==> src/rtl/ntt_dma_pkg.sv <==
// Shared types and constants for the NTT DMA client port.
package ntt_dma_pkg;

    localparam int unsigned ADDR_W     = 48;
    localparam int unsigned LEN_W      = 32;
    localparam int unsigned CMD_TAG_W  = 4;
    localparam int unsigned WORD_BYTES = 8;

    // One queued transfer command; tag field sized for the default tag width.
    typedef struct packed {
        logic                 rw;
        logic [ADDR_W-1:0]    addr;
        logic [LEN_W-1:0]     len;
        logic [CMD_TAG_W-1:0] tag;
    } cmd_t;

    typedef enum logic [1:0] {
        IDLE = 2'd0,
        LOAD = 2'd1,
        WAIT = 2'd2,
        DONE = 2'd3
    } state_t;

endpackage

==> src/rtl/ntt_dma_cmd_fifo.sv <==
// Synchronous command FIFO; push while full is accepted when a pop happens in the same cycle.
module ntt_dma_cmd_fifo
    import ntt_dma_pkg::*;
#(
    parameter int unsigned DEPTH = 4
) (
    input  logic clk,
    input  logic rst,
    input  logic i_push,
    input  cmd_t i_data,
    input  logic i_pop,
    output cmd_t o_data,
    output logic o_full,
    output logic o_empty
);

    localparam int unsigned AW = $clog2(DEPTH);
    localparam int unsigned PW = AW + 1;

    cmd_t          r_mem [DEPTH];
    logic [PW-1:0] r_wr_ptr;
    logic [PW-1:0] r_rd_ptr;
    logic          w_do_push;
    logic          w_do_pop;

    // Extra pointer bit separates the full and empty cases.
    assign o_empty   = (r_wr_ptr == r_rd_ptr);
    assign o_full    = (r_wr_ptr[AW] != r_rd_ptr[AW]) &&
                       (r_wr_ptr[AW-1:0] == r_rd_ptr[AW-1:0]);
    assign w_do_pop  = i_pop && !o_empty;
    assign w_do_push = i_push && (!o_full || w_do_pop);
    assign o_data    = r_mem[r_rd_ptr[AW-1:0]];

    // Pointer update; reset empties the queue.
    always_ff @(posedge clk or posedge rst) begin
        if (rst) begin
            r_wr_ptr <= '0;
            r_rd_ptr <= '0;
        end else begin
            if (w_do_push) r_wr_ptr <= r_wr_ptr + PW'(1);
            if (w_do_pop)  r_rd_ptr <= r_rd_ptr + PW'(1);
        end
    end

    // Storage array, written on accepted push only.
    always_ff @(posedge clk) begin
        if (w_do_push) r_mem[r_wr_ptr[AW-1:0]] <= i_data;
    end

endmodule

==> src/rtl/ntt_dma_port.sv <==
// Client-side DMA sequencer: queues commands and splits them into arbiter bursts.
module ntt_dma_port
    import ntt_dma_pkg::*;
#(
    parameter int unsigned DEPTH     = 4,
    parameter int unsigned MAX_BURST = 1024,
    parameter int unsigned TAG_W     = CMD_TAG_W
) (
    input  logic             clk,
    input  logic             rst,
    input  logic             cmd_valid,
    output logic             cmd_ready,
    input  logic             cmd_rw,
    input  logic [47:0]      cmd_addr,
    input  logic [31:0]      cmd_len,
    input  logic [TAG_W-1:0] cmd_tag,
    output logic             mem_req,
    output logic             mem_rw,
    output logic [47:0]      mem_addr,
    output logic [31:0]      mem_len,
    output logic [31:0]      mem_off,
    input  logic             mem_ack,
    output logic             done_valid,
    output logic [TAG_W-1:0] done_tag,
    output logic             done_rw,
    output logic             busy
);

    localparam logic [LEN_W-1:0] MAX_BURST_L = LEN_W'(MAX_BURST);

    state_t             r_state;
    logic [ADDR_W-1:0]  r_cur_addr;
    logic [LEN_W-1:0]   r_remaining;
    logic [LEN_W-1:0]   r_off;
    logic [LEN_W-1:0]   r_chunk;
    logic               r_rw;
    logic [TAG_W-1:0]   r_tag;
    logic               r_req_q;
    logic               r_mem_rw;
    logic [ADDR_W-1:0]  r_mem_addr;
    logic [LEN_W-1:0]   r_mem_len;
    logic [LEN_W-1:0]   r_mem_off;
    logic               r_done_valid;
    logic [TAG_W-1:0]   r_done_tag;
    logic               r_done_rw;

    cmd_t               w_cmd_in;
    cmd_t               w_rd;
    logic               w_full;
    logic               w_empty;
    logic               w_push;
    logic               w_pop;
    logic [LEN_W-1:0]   w_chunk;
    logic [LEN_W-1:0]   w_rem_next;
    logic [ADDR_W-1:0]  w_addr_step;

    // Pack the incoming command for the queue.
    always_comb begin
        w_cmd_in      = '0;
        w_cmd_in.rw   = cmd_rw;
        w_cmd_in.addr = cmd_addr;
        w_cmd_in.len  = cmd_len;
        w_cmd_in.tag  = CMD_TAG_W'(cmd_tag);
    end

    assign w_push = cmd_valid && !w_full;
    assign w_pop  = (r_state == IDLE) && !w_empty;

    ntt_dma_cmd_fifo #(
        .DEPTH (DEPTH)
    ) u_fifo (
        .clk     (clk),
        .rst     (rst),
        .i_push  (w_push),
        .i_data  (w_cmd_in),
        .i_pop   (w_pop),
        .o_data  (w_rd),
        .o_full  (w_full),
        .o_empty (w_empty)
    );

    assign w_chunk     = (r_remaining < MAX_BURST_L) ? r_remaining : MAX_BURST_L;
    assign w_rem_next  = r_remaining - r_chunk;
    assign w_addr_step = ADDR_W'(r_chunk) * ADDR_W'(WORD_BYTES);

    // Burst sequencer: one command in flight, bursts of at most MAX_BURST words.
    always_ff @(posedge clk or posedge rst) begin
        if (rst) begin
            r_state      <= IDLE;
            r_cur_addr   <= '0;
            r_remaining  <= '0;
            r_off        <= '0;
            r_chunk      <= '0;
            r_rw         <= 1'b0;
            r_tag        <= '0;
            r_req_q      <= 1'b0;
            r_mem_rw     <= 1'b0;
            r_mem_addr   <= '0;
            r_mem_len    <= '0;
            r_mem_off    <= '0;
            r_done_valid <= 1'b0;
            r_done_tag   <= '0;
            r_done_rw    <= 1'b0;
        end else begin
            r_done_valid <= 1'b0;
            case (r_state)
                IDLE: begin
                    if (!w_empty) begin
                        r_cur_addr  <= w_rd.addr;
                        r_remaining <= w_rd.len;
                        r_off       <= '0;
                        r_rw        <= w_rd.rw;
                        r_tag       <= TAG_W'(w_rd.tag);
                        r_state     <= LOAD;
                    end
                end
                LOAD: begin
                    if (r_remaining == '0) begin
                        r_done_valid <= 1'b1;
                        r_done_tag   <= r_tag;
                        r_done_rw    <= r_rw;
                        r_state      <= DONE;
                    end else begin
                        r_chunk    <= w_chunk;
                        r_mem_addr <= r_cur_addr;
                        r_mem_len  <= w_chunk;
                        r_mem_off  <= r_off;
                        r_mem_rw   <= r_rw;
                        r_req_q    <= 1'b1;
                        r_state    <= WAIT;
                    end
                end
                WAIT: begin
                    if (mem_ack) begin
                        r_req_q     <= 1'b0;
                        r_cur_addr  <= r_cur_addr + w_addr_step;
                        r_off       <= r_off + r_chunk;
                        r_remaining <= w_rem_next;
                        if (w_rem_next == '0) begin
                            r_done_valid <= 1'b1;
                            r_done_tag   <= r_tag;
                            r_done_rw    <= r_rw;
                            r_state      <= DONE;
                        end else begin
                            r_state <= LOAD;
                        end
                    end
                end
                DONE: begin
                    r_state <= IDLE;
                end
                default: begin
                    r_state <= IDLE;
                end
            endcase
        end
    end

    // Request drops in the ack cycle so the arbiter cannot re-grant the same burst.
    assign mem_req    = r_req_q & ~mem_ack;
    assign mem_rw     = r_mem_rw;
    assign mem_addr   = r_mem_addr;
    assign mem_len    = r_mem_len;
    assign mem_off    = r_mem_off;
    assign done_valid = r_done_valid;
    assign done_tag   = r_done_tag;
    assign done_rw    = r_done_rw;
    assign cmd_ready  = !w_full;
    assign busy       = !w_empty || (r_state != IDLE);

endmodule

==> config.mk <==
export PLATFORM = sky130hd
export DESIGN_NAME = ntt_dma_port
export DESIGN_NICKNAME = d
export VERILOG_FILES = /design/src/rtl/ntt_dma_pkg.sv /design/src/rtl/ntt_dma_cmd_fifo.sv /design/src/rtl/ntt_dma_port.sv
export SDC_FILE = /design/constraint.sdc
export NUM_CORES = 1
export LEC_CHECK = 0
export ABC_CLOCK_PERIOD_IN_PS = 11500
export CAP_MARGIN = 20
export CORE_ASPECT_RATIO = 0.6
export CORE_MARGIN = 2
export CORE_UTILIZATION = 42
export CTS_CLUSTER_SIZE = 40
export DETAILED_ROUTE_END_ITERATION = 16
export PLACE_DENSITY = 0.68
export SKIP_LAST_GASP = 1
export SLEW_MARGIN = 20
export SYNTH_ARGS = -nofsm -noshare
export SYNTH_HDL_FRONTEND = slang
export SYNTH_SLANG_ARGS = --single-unit
export TNS_END_PERCENT = 30
==> constraint.sdc <==
create_clock -name clk -period 11.5 [get_ports clk]
set_input_delay 2.3 -clock clk [delete_from_list [all_inputs] [get_ports clk]]
set_output_delay 2.3 -clock clk [all_outputs]
set_load 0.05 [all_outputs]
==> results of run 1 <==
final cells by class:
type                            count  area, um^2
Tap cell                          900        1130
Clock buffer                       74        1510
Inverter                           70         270
Timing Repair Buffer              228        2280
Multi-Input combinational cell   1529       10900
Sequential cell                   585       16300
Fill cell                        5687       33200
Clock inverter                     29         249
Antenna cell                        1        2.50
metal layers:
layer,wire length (um),share of wire [%]
met5,23,0.030
met2,32400,42
met4,1510,1.9
met1,38400,49
met3,5320,6.9
metrics by stage:
step | area, um^2 | power, uW | cells
floorplan | 27800 | 5840 | 2288
global placement | 30800 | 7080 | 3310
detailed placement | 30800 | 7140 | 3310
CTS | 32600 | 8960 | 3413
global route | 32600 | 9450 | 3415
finish | 32700 | 8950 | 3416
final timing paths:
path                                   from              end  slack (ps)  cells after the start
worst max-delay path                mem_ack          mem_req        5390                      3
worst min-delay path            mem_addr[0]      mem_addr[0]         470                      2
worst max register to register   mem_len[0]      done_tag[2]        6480                     13
worst min register to register  mem_addr[0]      mem_addr[0]         470                      2
max in group asynchronous               rst  r_remaining[14]        7780                      3
min in group asynchronous               rst     mem_addr[10]        2230                      2
critical path, cell delays in order:
cell             delay, ps
clkdlybuf4s50_1        530
nor2b_1                160
clkdlybuf4s50_1        810
flip-flops by register name, summed over array words and instances (netlist names), 2 cells and up:
| name | flops |
|---|---|
| u_fifo.r_mem | 340 |
| mem_len | 32 |
| mem_addr | 48 |
| done_tag | 4 |
| r_tag | 4 |
| r_state | 2 |
| u_fifo.r_wr_ptr | 3 |
| r_cur_addr | 48 |
| r_remaining | 32 |
| r_off | 32 |
| u_fifo.r_rd_ptr | 3 |
| mem_off | 32 |
power by group:
part,internal (uW),switching (uW)
sequential,2820,394
combinational,1410,2530
clock,993,806
total,5220,3730
cell usage after synthesis (14+ instances only):
master / instances
edfxtp_1: 340
a31oi_1: 15
dfrtp_1: 245
clkbuf_1: 82
nor2_1: 117
mux4_2: 85
nand2_1: 400
a21o_1: 33
ha_1: 103
o21a_1: 14
and3_1: 25
o21ai_0: 151
a21oi_1: 132
nor3_1: 21
xnor2_1: 51
mux2i_1: 53
nand3_1: 51
o21bai_1: 17
nand4_1: 19
xor2_1: 31
inv_1: 69
cells by family (layout without fill, tap and decap cells):
logic type | count (synthesis) | after routing | share of synthesized area [%]
XOR/XNOR | 82 | 82 | 2.58
flip-flops | 585 | 585 | 58.8
multiplexers | 149 | 149 | 9.28
AO/OA/AOI/OAI | 474 | 474 | 10.7
adder cells (fa/ha/maj) | 106 | 106 | 4.85
other | 0 | 1 | 0
buffers and inverters | 174 | 401 | 2.41
AND/OR/NAND/NOR | 718 | 718 | 11.4
==> results.txt, run 1 <==
syn avg cell area = 12.2 um^2
core area = 65900 um^2
synthesized flop and latch total = 585
met3 Resource Use GR = 4.07%
total grt overflow = 0
Netlist Area Pre-Place = 27800 um^2
Final Critical Period = 6110 ps
total track usage = 22.8%
Root Driver = clkbuf_16
remaining antenna violation count = 0
Worst-path clk slew = 60 ps
max cap viols = 0
Inserted Clock Buffers = 55
CTS tree = built
power per cell area = 274 nW/um^2
per-cell routed wire length = 22.7 um
Hold Path Class = reg2reg
I/O pin cnt = 211
unique cell type count in the Yosys netlist = 88
slew margin rel. = 26.8%
commonest non-fill, non-tap cell in the layout = nand2_1
worst-margin pin slew = 1100 ps
Syn Inst Count = 2288
number of synthesized flops with an enable pin = 340
Worst Hold Slack = 472 ps
# H-tree levels = 2
post-synth top area cell = edfxtp_1
drt pass-1 iters = 5
crit path launch type = input pin
final hold violation count = 0
Leak Pwr = 0.0128 uW
async set-or-reset flop fraction in the synthesized netlist = 41.9%
placed wire-length estimate = 55.3 mm
worst skew pair latency = 630 ps
sequential cell area fraction in the yosys report = 58.8%
Main synth FF type = edfxtp_1
met1 usage = 36.2%
dpl ws = 5380 ps
die height = 203 um
Layout Utilization = 49.6%
Worst Path Required = 9200 ps
share of cells above drive strength 1 = 9.50%
initial DRC count = 1732
final setup vio count = 0
post-CTS sizing = 0
initial antenna violation count = 5
worst setup margin = 5390 ps
die area = 68400 um^2
GRT met2 Usage = 32.2%
Peak supply drop = 160 uV
clk buf depth = 3
NumNets Final = 2664
most frequent cells in the layout = nand2_1 (399), edfxtp_1 (340), dfrtp_1 (243)
RePlAce Congestion = 0.911
fmax = 0.164 GHz
Setup TNS = 0 ps
post-CTS setup buffers = 0
vias per cell = 5.63
unrepaired setup endpoints after global routing = no
Initial Util = 42.2%
Final Cycle Share = 53.1%
I/O Buffers = 210
first-pass GRT wire length = 117 mm
largest cells by area after synthesis = edfxtp_1 (37%), dfrtp_1 (22%), mux4_2 (6.9%), nand2_1 (5.4%), ha_1 (4.6%)
global routing's busiest layer = met1
vias in the first global route = 18500
Synth Warn # = 0
Critical Path Sink Type = output pin
# hold bufs at CTS = 0
Syn Nets = 2483
worst-path fanout max = 7
CP Class = in2out
Layout area overhead = 17.4%
top-area cell type share of the netlist area = 36.7%
die width = 336 um
arrival time worst endpoint = 3810 ps
largest net degree at the start of global routing = 101
Max Slew Vio Count = 0
CTS Sinks = 585
# DRC = 0
status = complete, no violations
clk_skew = 23.6 ps
final wirelength = 77.7 mm
DR vias = 19200
FP Rows = 73
No activity file was read; power rests on OpenSTA's default activity.
==> run 2, diff against run 1 <==
--- a/config.mk
+++ b/config.mk
@@ -5,14 +5,14 @@
 export SDC_FILE = /design/constraint.sdc
 export NUM_CORES = 1
 export LEC_CHECK = 0
-export ABC_CLOCK_PERIOD_IN_PS = 11500
+export ABC_CLOCK_PERIOD_IN_PS = 5250
 export CAP_MARGIN = 20
 export CORE_ASPECT_RATIO = 0.6
 export CORE_MARGIN = 2
 export CORE_UTILIZATION = 42
 export CTS_CLUSTER_SIZE = 40
 export DETAILED_ROUTE_END_ITERATION = 16
-export PLACE_DENSITY = 0.68
+export PLACE_DENSITY = 0.7
 export SKIP_LAST_GASP = 1
 export SLEW_MARGIN = 20
 export SYNTH_ARGS = -nofsm -noshare
==> constraint.sdc (replaced) <==
create_clock -name clk -period 5.25 [get_ports clk]
set_input_delay 1.05 -clock clk [delete_from_list [all_inputs] [get_ports clk]]
set_output_delay 1.05 -clock clk [all_outputs]
set_load 0.05 [all_outputs]
==> run 2 against run 1 <==
  * Sequential power is 120% higher
  * Sequential cell count stayed put
  * Cell count grew 0.38%
  * Critical path type is now reg2reg
  * Largest cell class unchanged
==> results.txt, run 2 (synthesis results as in run 1) <==
placed wire-length estimate = 59.4 mm
critical-path cell list = ha_1, fa_1, nand2b_1, a211o_1, a21oi_4, o31ai_2, o211ai_1, xnor2_1, nor4_1, nand4_1, or4_4, a21bo_4, mux2_4
Critical Path Sink Type = register
final wirelength = 81.6 mm
Leak Pwr = 0.0129 uW
Layout area overhead = 18.0%
Cell Count Post-Placement = 3321
final hold violation count = 0
worst hold stages = 2
filler cell count = 5743
reg2reg end = done_tag[0]
# DRC = 0
I/O Buffers = 210
clk_skew = 18.9 ps
crit path launch type = register
Setup TNS = 0 ps
Max stage delay on crit path = 760 ps
Hold Path Class = reg2reg
Post-Layout Cell Count = 3429
Buf+Inv Stages, Crit Path = 0
core area = 65900 um^2
worst setup margin = 471 ps
slew margin rel. = 29.3%
die width = 336 um
RePlAce Congestion = 0.987
unrepaired setup endpoints after global routing = no
Largest register FFs = 340
worst-margin pin slew = 1060 ps
vias in the first global route = 18800
DR vias = 19300
initial DRC count = 1945
R2R setup slack = 470 ps
post-CTS setup buffers = 0
final setup vio count = 0
Hold Path End = mem_addr[1]
fmax = 0.209 GHz
clk buf depth = 3
post-CTS sizing = 0
drt pass-1 iters = 7
Inserted Clock Buffers = 55
Initial Util = 42.2%
Peak supply drop = 456 uV
Root Driver = clkbuf_16
Worst Path Required = 5760 ps
CTS Sinks = 585
FP Rows = 73
total grt overflow = 0
dpl ws = 595 ps
arrival time worst endpoint = 5290 ps
first-pass GRT wire length = 122 mm
delay-heaviest family, CP = simple AND/OR/NAND/NOR gates
most frequent cells in the layout = nand2_1 (399), edfxtp_1 (340), dfrtp_1 (243)
Final Critical Period = 4780 ps
R2R cell count = 13
# H-tree levels = 2
FF-to-FF Start = mem_len[0]
worst skew pair latency = 640 ps
initial antenna violation count = 5
worst-path fanout max = 5
vias per cell = 5.64
die area = 68400 um^2
Final Cycle Share = 91.0%
Worst-path clk slew = 70 ps
largest net degree at the start of global routing = 98
total track usage = 24.0%
NumNets Final = 2674
Worst Hold Slack = 477 ps
status = complete, no violations
commonest non-fill, non-tap cell in the layout = nand2_1
Hold Path Origin = mem_addr[1]
share of cells above drive strength 1 = 10.1%
crit path max-delay cell type = nor4_1
die height = 203 um
CTS tree = built
Max Slew Vio Count = 0
power per cell area = 610 nW/um^2
I/O pin cnt = 211
per-cell routed wire length = 23.8 um
CP Class = reg2reg
max cap viols = 0
# hold bufs at CTS = 0
remaining antenna violation count = 0
## run 2: worst max-delay path by stage
stage                from          end  cells past startpoint
2_1_floorplan         rst      done_rw                      1
3_3_place_gp   mem_len[0]  done_tag[0]                     13
3_5_place_dp   mem_len[0]  done_tag[1]                     13
4_1_cts        mem_len[0]  done_tag[0]                     13
5_1_grt        mem_len[7]  done_tag[2]                     12
6_report       mem_len[0]  done_tag[0]                     13
## run 2: routing by layer
metal  vias to the layer above  GRT usage, %  part of all wire, %
li1                       8827             -                    -
met1                      9656          37.7                   48
met5                         -             0                0.016
met3                       105          7.90                   10
met4                         2          7.08                  2.5
met2                       734          31.1                   39
## run 2: metrics by stage
step | area [um^2] | util [%] | total power, uW
CTS | 32800 | 49.8 | 20000
finish | 32800 | 49.8 | 20000
global route | 32800 | 49.8 | 21100
global placement | 31000 | 47.0 | 15800
floorplan | 27800 | - | 12800
detailed placement | 31000 | 47.0 | 15900
## run 2: report_power, final
| group | internal, uW | switching, uW | leakage [uW] | total (uW) |
|---|---|---|---|---|
| logic | 3140 | 5830 | 0.00580 | 8970 |
| clock network | 2210 | 1810 | 0.000883 | 4030 |
| registers | 6160 | 842 | 0.00624 | 7010 |
| total | 11500 | 8490 | 0.0129 | 20000 |
## run 2: area by class of cell
type                    count  area, um^2  share of cell area (%)
clock buffers              75        1530                    4.67
flip-flops and latches    585       16300                    49.8
repair buffers            238        2390                    7.30
inverters                  70         267                   0.812
multi-input cells        1529       10900                    33.1
clock inverters            29         284                   0.865
well taps                 900        1130                    3.43
diodes                      3        7.51                  0.0229
## run 2: tightest hold or removal path: stages (launching register included)
cell and delay [ps]:
dfrtp_1 340, nand2_1 50, nand2_1 50
